`config.mk`:
```
export PLATFORM = sky130hd
export DESIGN_NAME = chrisruk_strip_rx
export DESIGN_NICKNAME = d
export VERILOG_FILES = /design/src/rtl/chrisruk_strip_rx.sv
export SDC_FILE = /design/constraint.sdc
export NUM_CORES = 1
export LEC_CHECK = 0
export ABC_AREA = 1
export CAP_MARGIN = 30
export CORE_AREA = 2 2 99 92
export CTS_BUF_LIST = sky130_fd_sc_hd__clkbuf_16
export CTS_CLUSTER_DIAMETER = 60
export CTS_CLUSTER_SIZE = 40
export DETAILED_ROUTE_END_ITERATION = 16
export DIE_AREA = 0 0 101 94
export PLACE_DENSITY = 0.81
export SLEW_MARGIN = 20
export SYNTH_ARGS = -nofsm -noshare
export SYNTH_HDL_FRONTEND = slang
export SYNTH_SLANG_ARGS = --single-unit
```
`constraint.sdc`:
```
create_clock -name clk -period 4.6 [get_ports clk]
set_input_delay 0.92 -clock clk [delete_from_list [all_inputs] [get_ports clk]]
set_output_delay 0.92 -clock clk [all_outputs]
set_load 0.01 [all_outputs]
```
`src/rtl/chrisruk_strip_rx.sv`:
```
// Receive-side decoder for the LED-strip clock/data link: finds the 32-zero
// start frame and deserialises 32-bit LED words into brightness/colour fields.
module chrisruk_strip_rx #(
    parameter int unsigned NUM_LEDS = 64,
    parameter int unsigned TIMEOUT  = 4095
) (
    input  logic       clk,
    input  logic       reset,
    input  logic       sclk,
    input  logic       sdat,
    output logic       led_valid,
    output logic [5:0] led_index,
    output logic [4:0] led_bright,
    output logic [7:0] led_blue,
    output logic [7:0] led_green,
    output logic [7:0] led_red,
    output logic       frame_done,
    output logic       frame_err,
    output logic       in_frame
);

    typedef enum logic {HUNT, WORD} state_t;

    localparam logic [5:0]  LAST_IDX  = 6'(NUM_LEDS - 1);
    localparam logic [11:0] TIMEOUT_V = 12'(TIMEOUT);

    state_t      state;
    logic        sclk_s1, sclk_s2, sclk_s3;
    logic        sdat_s1, sdat_s2;
    logic [5:0]  zero_cnt;
    logic [4:0]  bit_cnt;
    logic [31:0] shreg;
    logic [5:0]  idx;
    logic [11:0] idle_cnt;
    logic        word_rdy;
    logic        sclk_edge, sclk_fall, timeout_hit;

    always_ff @(posedge clk or negedge reset) begin
        if (!reset) begin
            sclk_s1 <= 1'b0;
            sclk_s2 <= 1'b0;
            sclk_s3 <= 1'b0;
            sdat_s1 <= 1'b0;
            sdat_s2 <= 1'b0;
        end else begin
            sclk_s1 <= sclk;
            sclk_s2 <= sclk_s1;
            sclk_s3 <= sclk_s2;
            sdat_s1 <= sdat;
            sdat_s2 <= sdat_s1;
        end
    end

    assign sclk_edge   = sclk_s3 ^ sclk_s2;
    assign sclk_fall   = sclk_s3 & ~sclk_s2;
    // An edge in the same cycle clears the idle counter, so a 32nd bit wins over a timeout.
    assign timeout_hit = (state == WORD) && !sclk_edge && ((idle_cnt + 12'd1) == TIMEOUT_V);

    always_ff @(posedge clk or negedge reset) begin
        if (!reset) begin
            state      <= HUNT;
            zero_cnt   <= '0;
            bit_cnt    <= '0;
            shreg      <= '0;
            idx        <= '0;
            idle_cnt   <= '0;
            word_rdy   <= 1'b0;
            led_valid  <= 1'b0;
            led_index  <= '0;
            led_bright <= '0;
            led_blue   <= '0;
            led_green  <= '0;
            led_red    <= '0;
            frame_done <= 1'b0;
            frame_err  <= 1'b0;
            in_frame   <= 1'b0;
        end else begin
            led_valid  <= 1'b0;
            frame_done <= 1'b0;
            frame_err  <= 1'b0;
            in_frame   <= (state == WORD);

            if (sclk_edge)
                idle_cnt <= '0;
            else if (idle_cnt != '1)
                idle_cnt <= idle_cnt + 12'd1;

            if (timeout_hit) begin
                frame_err <= 1'b1;
                state     <= HUNT;
                zero_cnt  <= '0;
                bit_cnt   <= '0;
                idx       <= '0;
                idle_cnt  <= '0;
                word_rdy  <= 1'b0;
            end else if (word_rdy) begin
                // The completed word is judged one cycle after its last bit lands,
                // giving the output-register stage; legal sclk rates leave no fall here.
                word_rdy <= 1'b0;
                if (shreg[31:29] == 3'b111) begin
                    led_valid  <= 1'b1;
                    led_index  <= idx;
                    led_bright <= shreg[28:24];
                    led_blue   <= shreg[23:16];
                    led_green  <= shreg[15:8];
                    led_red    <= shreg[7:0];
                    if (idx == LAST_IDX) begin
                        frame_done <= 1'b1;
                        state      <= HUNT;
                        zero_cnt   <= '0;
                        idx        <= '0;
                    end else begin
                        idx <= idx + 6'd1;
                    end
                end else begin
                    frame_err <= 1'b1;
                    state     <= HUNT;
                    zero_cnt  <= '0;
                    idx       <= '0;
                end
            end else if (sclk_fall) begin
                unique case (state)
                    HUNT: begin
                        if (!sdat_s2) begin
                            if (zero_cnt != 6'd32)
                                zero_cnt <= zero_cnt + 6'd1;
                        end else if (zero_cnt == 6'd32) begin
                            state   <= WORD;
                            shreg   <= {31'b0, 1'b1};
                            bit_cnt <= 5'd1;
                        end else begin
                            zero_cnt <= '0;
                        end
                    end
                    WORD: begin
                        shreg   <= {shreg[30:0], sdat_s2};
                        bit_cnt <= bit_cnt + 5'd1;
                        if (bit_cnt == 5'd31)
                            word_rdy <= 1'b1;
                    end
                endcase
            end
        end
    end

endmodule

```
Yosys cells after proc, flatten, opt, wreduce, memory -nomap -nowiden

Cells that the tools add are included.
Widths: inputs -> output; s select.

Register bits: 107
Latch bits: 0
Memory bits (writable): 0
ROM bits: 0
Output and inout bits: 39
Memories: 0

Add/subtract/negate cells: 4
Multiply operators: 0
Div/mod/pow operators: 0
Order comparisons: 0
Equal/unequal tests: 15
Shift-type cells: 0
Muxes and demuxes: 48
Bitwise operators: 6
Reductions and logical operators: 13

Operators by type and width:

| kind                  | number |
|---|---|
| $mux 6                | 13 |
| $mux 32               | 2 |
| $pmux 32 s2           | 1 |
| $mux 12               | 3 |
| $mux 5                | 5 |
| $mux 1                | 23 |
| $add 12x1->12 const B | 1 |
| $add 6x1->6 const B   | 2 |
| $eq 12x12->1 const B  | 1 |
| $eq 6x6->1 const B    | 2 |
| $ne 12x12->1 const B  | 1 |
| $pmux 5 s2            | 1 |
| $reduce_and 5->1      | 2 |
| $ne 3x3->1 const B    | 2 |
| $ne 6x6->1 const B    | 1 |
| $reduce_bool 3->1     | 2 |
| $add 5x1->5 const B   | 1 |
| $eq 5x5->1 const B    | 1 |
| $ne 2x2->1 const B    | 2 |
| $ne 4x3->1 const B    | 1 |
| $ne 4x4->1 const B    | 1 |
| $not 1->1             | 4 |
| $reduce_and 4->1      | 1 |
| $reduce_bool 2->1     | 2 |
| other kinds (10)      | 11 |

Longest topological paths before layout

Gate-level depths: netlist (run 1).

Depth in word-level cells: 7
Depth in mapped cells: 16

Worst setup path before layout (run 1)

OpenSTA, ideal clock, no wires.

Kind: reg-to-reg
Start: register idle_cnt[1]
End: register shreg[10]
Library setup time: 0.117 ns
Arrival time: 1.805 ns
Data required time: 4.483 ns
Setup slack: 2.677 ns
Cell stages (with the launch flop): 16
Buffers on the path: 1
Clock period less this slack: 1.923 ns
Path through: dfrtp_1 > ha_1 > nand3_2 > nor2_4 > nand2_2 > nand2_1 > nand2_1 > nand2_1 > nor2_1 > nand2_2 > nand3_2 > inv_4 > nand3_4 > buf_2 > nand2_1 > nand2_1

Longest elaborated chain between the ends: 5

RTL lines:

| what                              | line | text |
|---|---|---|
| start: declaration                | 34   | `logic [11:0] idle_cnt;` |
| start signal: assignment          | 86   | `idle_cnt <= idle_cnt + 12'd1;` |
| $add 12x1->12                     | 57   | `assign timeout_hit = (state == WORD) && !sclk_edge && ((idle_cnt + 12'd1) == TIMEOUT_V);` |
| $eq 12x12->1                      | 57   |  |
| $logic_and 1x1->1                 | 57   |  |
| $not 1->1 (no source line)        | -    |  |
| $reduce_and 5->1 (no source line) | -    |  |
| end signal: assignment            | 129  | `shreg <= {31'b0, 1'b1};` |
| end signal: assignment            | 136  | `shreg <= {shreg[30:0], sdat_s2};` |
| end: declaration                  | 32   | `logic [31:0] shreg;` |

No other way between the ends.
A chain may end at the register's enable or synchronous reset.

Final worst setup path (run 1)

Start: register idle_cnt[1]
End: register frame_done

Longest elaborated chain between the ends: 4

RTL lines:

| what                   | line | text |
|---|---|---|
| $add 12x1->12          | 57   |  |
| $eq 12x12->1           | 57   |  |
| $logic_and 1x1->1      | 57   |  |
| $mux 1                 | 88   | `if (timeout_hit) begin` |
| end signal: assignment | 74   | `frame_done <= 1'b0;` |
| end signal: assignment | 79   | `frame_done <= 1'b0;` |
| end signal: assignment | 108  | `frame_done <= 1'b1;` |
| end: declaration       | 17   | `output logic frame_done,` |

No other way between the ends.

==> metrics.yaml, run 1 <==
synthesis:
  synthesized_netlist_cell_count: 618
  ys_seq_elements: 107
  synth_cell_types: 33
  synth-warning-count: 0
  synth.cell_area_um2: 5100
  mappedNetlistNets: 630
  seq_area_frac_synth_pct: 52.5
  postSynthAreaPerCell_um2: 8.25
die:
  die_ar_um2: 9490
  chipHeight_um: 94
  initial_utilization_pct: 60.7
  die-width_um: 101
  rows: 32
  core_region_area_um2: 8410
  ios: 43
route:
  routed_wirelength_um: 10200
  drt_iter0_markers: 261
  vias: 4097
  routedWlPerCell_um: 13.5
  drtAntennaViolNets: 0
  drcViolationCount: 0
  vias_cell: 5.42
  drt_pass1_iterations: 5
clock_network:
  numCtsBuffers: 9
  cts_htree_levels: 3
  clock_tree.buffer_depth: 2
  ctsHoldBuffers: 0
  post_cts.repair.setup_buffers: 0
  cts_tree: "yes"
  clk_root_buffer_cell: "clkbuf_16"
  post_cts.resized_instances: 0
  clk_pin_slew_worst_paths_ns: 0.07
  clkSinkCount: 107
  worstSkewPairLatency_ns: 0.34
global_routing:
  grt_pass1_wl_um: 18100
  grt_antenna_before_repair: 0
  combined_global_route_utilization_of_all_metal_layers_pct: 23.8
  grt.overflow.total: 0
  grt_pass1_vias: 4031
  grt_max_degree: 77
critical_path:
  worst_r2r_path_depth: 13
  critPathCaptureType: "flip-flop"
  critical_path_required_ns: 4.87
  cp_cell_sequence: "ha_1 -> nand3_2 -> nor2_4 -> nand2_2 -> nand2_1 -> nand2_1 -> nand2_1 -> nor2_1 -> nand2_2 -> nand3_4 -> inv_2 -> nand2_1 -> nor2_1"
  largest_stage_delay_worst_path_ns: 0.58
  worstReg2RegStart: "idle_cnt[1]$_DFFE_PN0P_"
  crit_fanout: 42
  setup.worst_path.class: "reg2reg"
  path_buf_inv: 1
  worst_path_most_repeated_cell: "nand2_1"
  worst-path-stages: 13
  timing.critical_path.arrival_ns: 3.24
  setup.worst_path.end: "frame_done$_DFF_PN0_"
  worst_path_max_delay_cell: "inv_2"
  reg2reg_to: "frame_done$_DFF_PN0_"
  path_delay_family: "simple AND/OR/NAND/NOR gates"
  timing.critical_path.from: "idle_cnt[1]$_DFFE_PN0P_"
  r2r_slack_ns: 1.63
  setup.worst_path.start_class: "flip-flop"
sta:
  final_period_minus_worst_setup_slack_ns: 2.97
  final.period_utilization_pct: 64.6
  finalSetupViolCount: 0
  max-slew-margin-rel_pct: 59.6
  max_freq_mhz: 337
  unrepaired_setup_endpoints_after_global_routing: "false"
  finalHoldViolCount: 0
  final-max-slew-violation-count: 0
  final_clock_skew_ns: 0.00864
  worst_pin_slew_ns: 0.606
  setup-tns-final_ns: 0
layout:
  insertedDiodeCount: 0
  final_net_count: 661
  drive_above_1_share_pct: 7.34
  flow.area_growth_from_synthesis_pct: 14.7
  finalInstanceArea_um2: 5850
  filler_cell_count: 650
placement:
  detailed_place_hpwl_um: 6560
  detailed_place.area_um2: 5520
  io_buffer_count: 42
  gp_congestion: 0.840
power:
  worst_vdd_ir_uv: 217
  p_leak_nw: 3.15
  total_power_density_per_cell_area_nw_per_um2: 304
run_status:
  run_status: "complete, no violations"
job:
  maxCapViolCount: 0
worst_hold_path:
  worst_hold_check_path_type: "reg2reg"
  hold_path_depth: 0
==> state kept, by name, summed over array words and instances (netlist names), 5 cells and up <==
register    count
led_index       6
bit_cnt         5
zero_cnt        6
idx             6
led_bright      5
led_red         8
shreg          32
led_blue        8
led_green       8
idle_cnt       12
==> worst min-delay path by stage <==
stage,start,endpoint,slack (ns)
2_1_floorplan,sclk_s1$_DFF_PN0_,sclk_s2$_DFF_PN0_,0.33
3_3_place_gp,sclk_s1$_DFF_PN0_,sclk_s2$_DFF_PN0_,0.33
3_5_place_dp,sclk_s1$_DFF_PN0_,sclk_s2$_DFF_PN0_,0.34
4_1_cts,sclk_s1$_DFF_PN0_,sclk_s2$_DFF_PN0_,0.35
5_1_grt,sclk_s1$_DFF_PN0_,sclk_s2$_DFF_PN0_,0.36
6_report,sclk_s1$_DFF_PN0_,sclk_s2$_DFF_PN0_,0.35
==> power breakdown <==
| part | internal, mW | switching (mW) | total [mW] |
|---|---|---|---|
| registers | 0.950 | 0.0128 | 0.963 |
| clock network | 0.381 | 0.358 | 0.739 |
| logic | 0.0209 | 0.0538 | 0.0747 |
| total | 1.35 | 0.425 | 1.78 |
==> final cells by class <==
| cell class | instances | area [µm²] | area share (%) |
|---|---|---|---|
| clock inverter | 7 | 63.8 | 1.09 |
| tap | 102 | 128 | 2.18 |
| sequential | 107 | 2680 | 45.8 |
| multi-input combinational | 413 | 2010 | 34.4 |
| clock buffer | 9 | 225 | 3.85 |
| timing repair buffer | 47 | 475 | 8.13 |
| inverter | 71 | 269 | 4.60 |
==> synth_stat cells, drive strengths merged <==
cell / instances / area, µm²
a21oi: 6 / 41.3
a31oi: 7 / 43.8
and3: 1 / 6.26
buf: 17 / 106
clkbuf: 10 / 37.5
dfrtp: 107 / 2680
ha: 8 / 100
inv: 71 / 269
nand2: 263 / 1000
nand3: 27 / 208
nand3b: 5 / 37.5
nand4: 37 / 231
nor2: 26 / 125
nor3: 3 / 15.0
nor3b: 2 / 15.0
o21ai: 13 / 68.8
o22ai: 5 / 31.3
o31ai: 1 / 7.51
xnor2: 2 / 17.5
xor2: 7 / 61.3
==> kinds of logic after synthesis <==
kind of cell / after synthesis / synth area share, %
flops: 107 / 52.5
compound gates: 32 / 3.78
buf+inv: 98 / 8.10
xor+xnor: 9 / 1.55
simple gates: 364 / 32.1
fa+ha+maj: 8 / 1.96
==> per-layer routing <==
metal,routed length [µm],track usage [%],vias to the layer above,part of all wire (%)
met5,0,0,-,0
met3,569,4.17,11,5.6
li1,-,-,2016,-
met2,5000,40.1,130,49
met1,4480,31.5,1940,44
met4,136,7.55,0,1.3
==> cells in the final DEF, fill, tap and decap left out, types with 3 or more instances in the layout <==
cell type and instances:
a21oi_1 5, a31oi_1 7, buf_4 4, clkbuf_16 9, clkdlybuf4s50_1 41, dfrtp_1 107
ha_1 8, inv_1 69, inv_6 4, nand2_1 258, nand2_2 5, nand3_1 17
nand3_2 7, nand3_4 3, nand3b_1 5, nand4_1 37, nor2_1 19, nor2_2 5
nor3_1 3, o21ai_1 10, o22ai_1 5, xor2_1 7
==> metrics by stage <==
| stage | power, mW | worst slack [ns] | hold WS (ns) | instances | util (%) |
|---|---|---|---|---|---|
| after floorplan | 1.02 | 2.68 | 0.331 | 618 | - |
| after global placement | 1.05 | 1.78 | 0.332 | 738 | 65.7 |
| after detailed placement | 1.05 | 1.64 | 0.336 | 738 | 65.7 |
| after CTS | 1.79 | 1.60 | 0.353 | 754 | 69.1 |
| after global routing | 1.84 | 1.21 | 0.356 | 756 | 69.6 |
| final | 1.78 | 1.63 | 0.351 | 756 | 69.6 |
(Power assumes the default switching activity.)
==> run 2: changes to the inputs <==
--- a/config.mk
+++ b/config.mk
@@ -7,13 +7,13 @@
 export LEC_CHECK = 0
 export ABC_AREA = 1
 export CAP_MARGIN = 30
-export CORE_AREA = 2 2 99 92
+export CORE_AREA = 2 2 108 99
 export CTS_BUF_LIST = sky130_fd_sc_hd__clkbuf_16
 export CTS_CLUSTER_DIAMETER = 60
 export CTS_CLUSTER_SIZE = 40
 export DETAILED_ROUTE_END_ITERATION = 16
-export DIE_AREA = 0 0 101 94
-export PLACE_DENSITY = 0.81
+export DIE_AREA = 0 0 110 101
+export PLACE_DENSITY = 0.73
 export SLEW_MARGIN = 20
 export SYNTH_ARGS = -nofsm -noshare
 export SYNTH_HDL_FRONTEND = slang
==> constraint.sdc (replaced) <==
create_clock -name clk -period 2.6 [get_ports clk]
set_input_delay 0.52 -clock clk [delete_from_list [all_inputs] [get_ports clk]]
set_output_delay 0.52 -clock clk [all_outputs]
set_load 0.01 [all_outputs]
==> run 2 against run 1 <==
  * Final cell count up 4.2%
  * Sequential power up 77%
  * Die area up 17%
  * Core utilization down 11 points
  * Power up 75%
  * Sequential share of layout area down 0.56 points
  * Clock skew up 0.0028 ns
  * Worst setup slack worse by 1.4 ns
  * Clock-buffer cell count unchanged
  * First-iteration DRC count down 0.38%
  * Combinational power up 78%
==> metrics.yaml, run 2 (synthesis results as in run 1) <==
clock_network:
  numCtsBuffers: 9
  clock_tree.buffer_depth: 2
  worstSkewPairLatency_ns: 0.34
  cts_tree: "yes"
  cts_htree_levels: 3
  clk_root_buffer_cell: "clkbuf_16"
  clk_pin_slew_worst_paths_ns: 0.07
  post_cts.repair.setup_buffers: 0
  clkSinkCount: 107
layout:
  insertedDiodeCount: 0
  largest-register: "shreg"
  finalInstanceArea_um2: 5920
  filler_cell_count: 862
  layout.cells.most_common: "nand2_1"
  final_net_count: 666
  flow.area_growth_from_synthesis_pct: 16.1
  mostFrequentLayoutCells: "257 x nand2_1, 107 x dfrtp_1, 70 x inv_1, 41 x clkdlybuf4s50_1, 37 x nand4_1"
  largest_reg_flops: 32
  biggestRegsByFlops: "shreg: 32 flops, idle_cnt: 12 flops"
  drive_above_1_share_pct: 8.04
  postLayoutCoreUtil_pct: 59.0
global_routing:
  grt_pass1_vias: 3829
  grt_max_degree: 45
  grt_pass1_wl_um: 17300
  grt.overflow.total: 0
  combined_global_route_utilization_of_all_metal_layers_pct: 19.8
  grt_antenna_before_repair: 0
sta:
  fin_worst_hold_slack_ns: 0.169
  finalSetupViolCount: 0
  finalHoldViolCount: 0
  max-slew-margin-rel_pct: 48.0
  final.period_utilization_pct: 90.1
  final-max-slew-violation-count: 0
  worst_pin_slew_ns: 0.779
  final_period_minus_worst_setup_slack_ns: 2.34
  final_clock_skew_ns: 0.0114
  max_freq_mhz: 427
  setup-tns-final_ns: 0
  unrepaired_setup_endpoints_after_global_routing: "false"
die:
  die_ar_um2: 11100
  rows: 35
  ios: 43
  die-width_um: 110
  core_region_area_um2: 10000
  initial_utilization_pct: 50.9
  chipHeight_um: 101
critical_path:
  timing.critical_path.arrival_ns: 2.57
  critPathCaptureType: "flip-flop"
  worst_r2r_path_depth: 14
  crit_fanout: 17
  critical_path_required_ns: 2.83
  reg2reg_to: "shreg[18]$_DFFE_PN0P_"
  setup.worst_path.start_class: "flip-flop"
  r2r_slack_ns: 0.26
  setup.worst_path.class: "reg2reg"
  worstReg2RegStart: "idle_cnt[1]$_DFFE_PN0P_"
route:
  met2_wirelength_um: 4700
  routed_wirelength_um: 10100
  drt_iter0_markers: 260
  vias: 4009
  drcViolationCount: 0
  m1WireLength_um: 4780
  routedWlPerCell_um: 12.8
  drtAntennaViolNets: 0
  top_layer_used: "met4"
  vias_cell: 5.09
  detailroute.wirelength.met3_um: 535
  drt_pass1_iterations: 4
placement:
  io_buffer_count: 42
  detailed_place.area_um2: 5620
  gp_congestion: 0.851
  detailed_place_hpwl_um: 6520
worst_hold_path:
  worst_hold_check_path_type: "in2async"
power:
  p_leak_nw: 3.16
  worst_vdd_ir_uv: 276
  total_power_density_per_cell_area_nw_per_um2: 526
job:
  maxCapViolCount: 0
run_status:
  run_status: "complete, no violations"
[run 2: through the flow]
stage                     worst slack (ns)  power (mW)  instances
after global routing                0.0354        3.24        788
after detailed placement             0.201        1.87        771
after floorplan                      0.677        1.80        618
after global placement               0.335        1.86        771
final                                0.257        3.12        788
after CTS                            0.177        3.15        787
[run 2: how the worst max path moves through the flow]
stage                            startpoint                     to  slack [ns]
detailed placement  idle_cnt[1]$_DFFE_PN0P_   shreg[6]$_DFFE_PN0P_        0.20
floorplan           idle_cnt[1]$_DFFE_PN0P_  shreg[10]$_DFFE_PN0P_        0.68
global route        idle_cnt[1]$_DFFE_PN0P_  shreg[19]$_DFFE_PN0P_        0.04
CTS                 idle_cnt[1]$_DFFE_PN0P_  shreg[18]$_DFFE_PN0P_        0.18
global placement    idle_cnt[1]$_DFFE_PN0P_   shreg[7]$_DFFE_PN0P_        0.34
finish              idle_cnt[1]$_DFFE_PN0P_  shreg[18]$_DFFE_PN0P_        0.26
[run 2: where the power goes]
part	switching [mW]	internal, mW	leakage [nW]
clock	0.621	0.657	0.138
combinational	0.0949	0.0378	1.55
sequential	0.0232	1.68	1.48
[run 2: worst max-delay path, cell delays in order, from the launching register on]
cell	delay [ns]
dfrtp_1	0.45
ha_1	0.27
nand3_2	0.12
nor2_4	0.16
nand2_2	0.07
nand2_1	0.08
nand2_1	0.08
nand2_1	0.07
nor2_1	0.05
nand2_2	0.16
nand3_2	0.14
inv_4	0.14
nand3_4	0.21
nand2_1	0.16
nand2_1	0.07
[run 2: cell type report]
cell class	count	area, µm²	area share, %
multi-input cells	414	2030	34.4
repair buffers	51	502	8.47
clock buffers	9	225	3.80
well taps	129	161	2.73
clock inverters	7	51.3	0.866
inverters	71	269	4.54
flip-flops and latches	107	2680	45.2
[run 2: what timing repair did]
action                                 in CTS  in global routing
hold buffers                                0                  0
setup endpoints to repair                   0                 34
resized for setup                           0                  4
endpoints found under the hold margin       0                  0
[run 2: layer usage]
layer,up-vias,global-route usage (%)
met3,7,4.27
met2,93,31.3
met4,0,6.43
li1,2022,-
met5,-,0
met1,1887,27.0
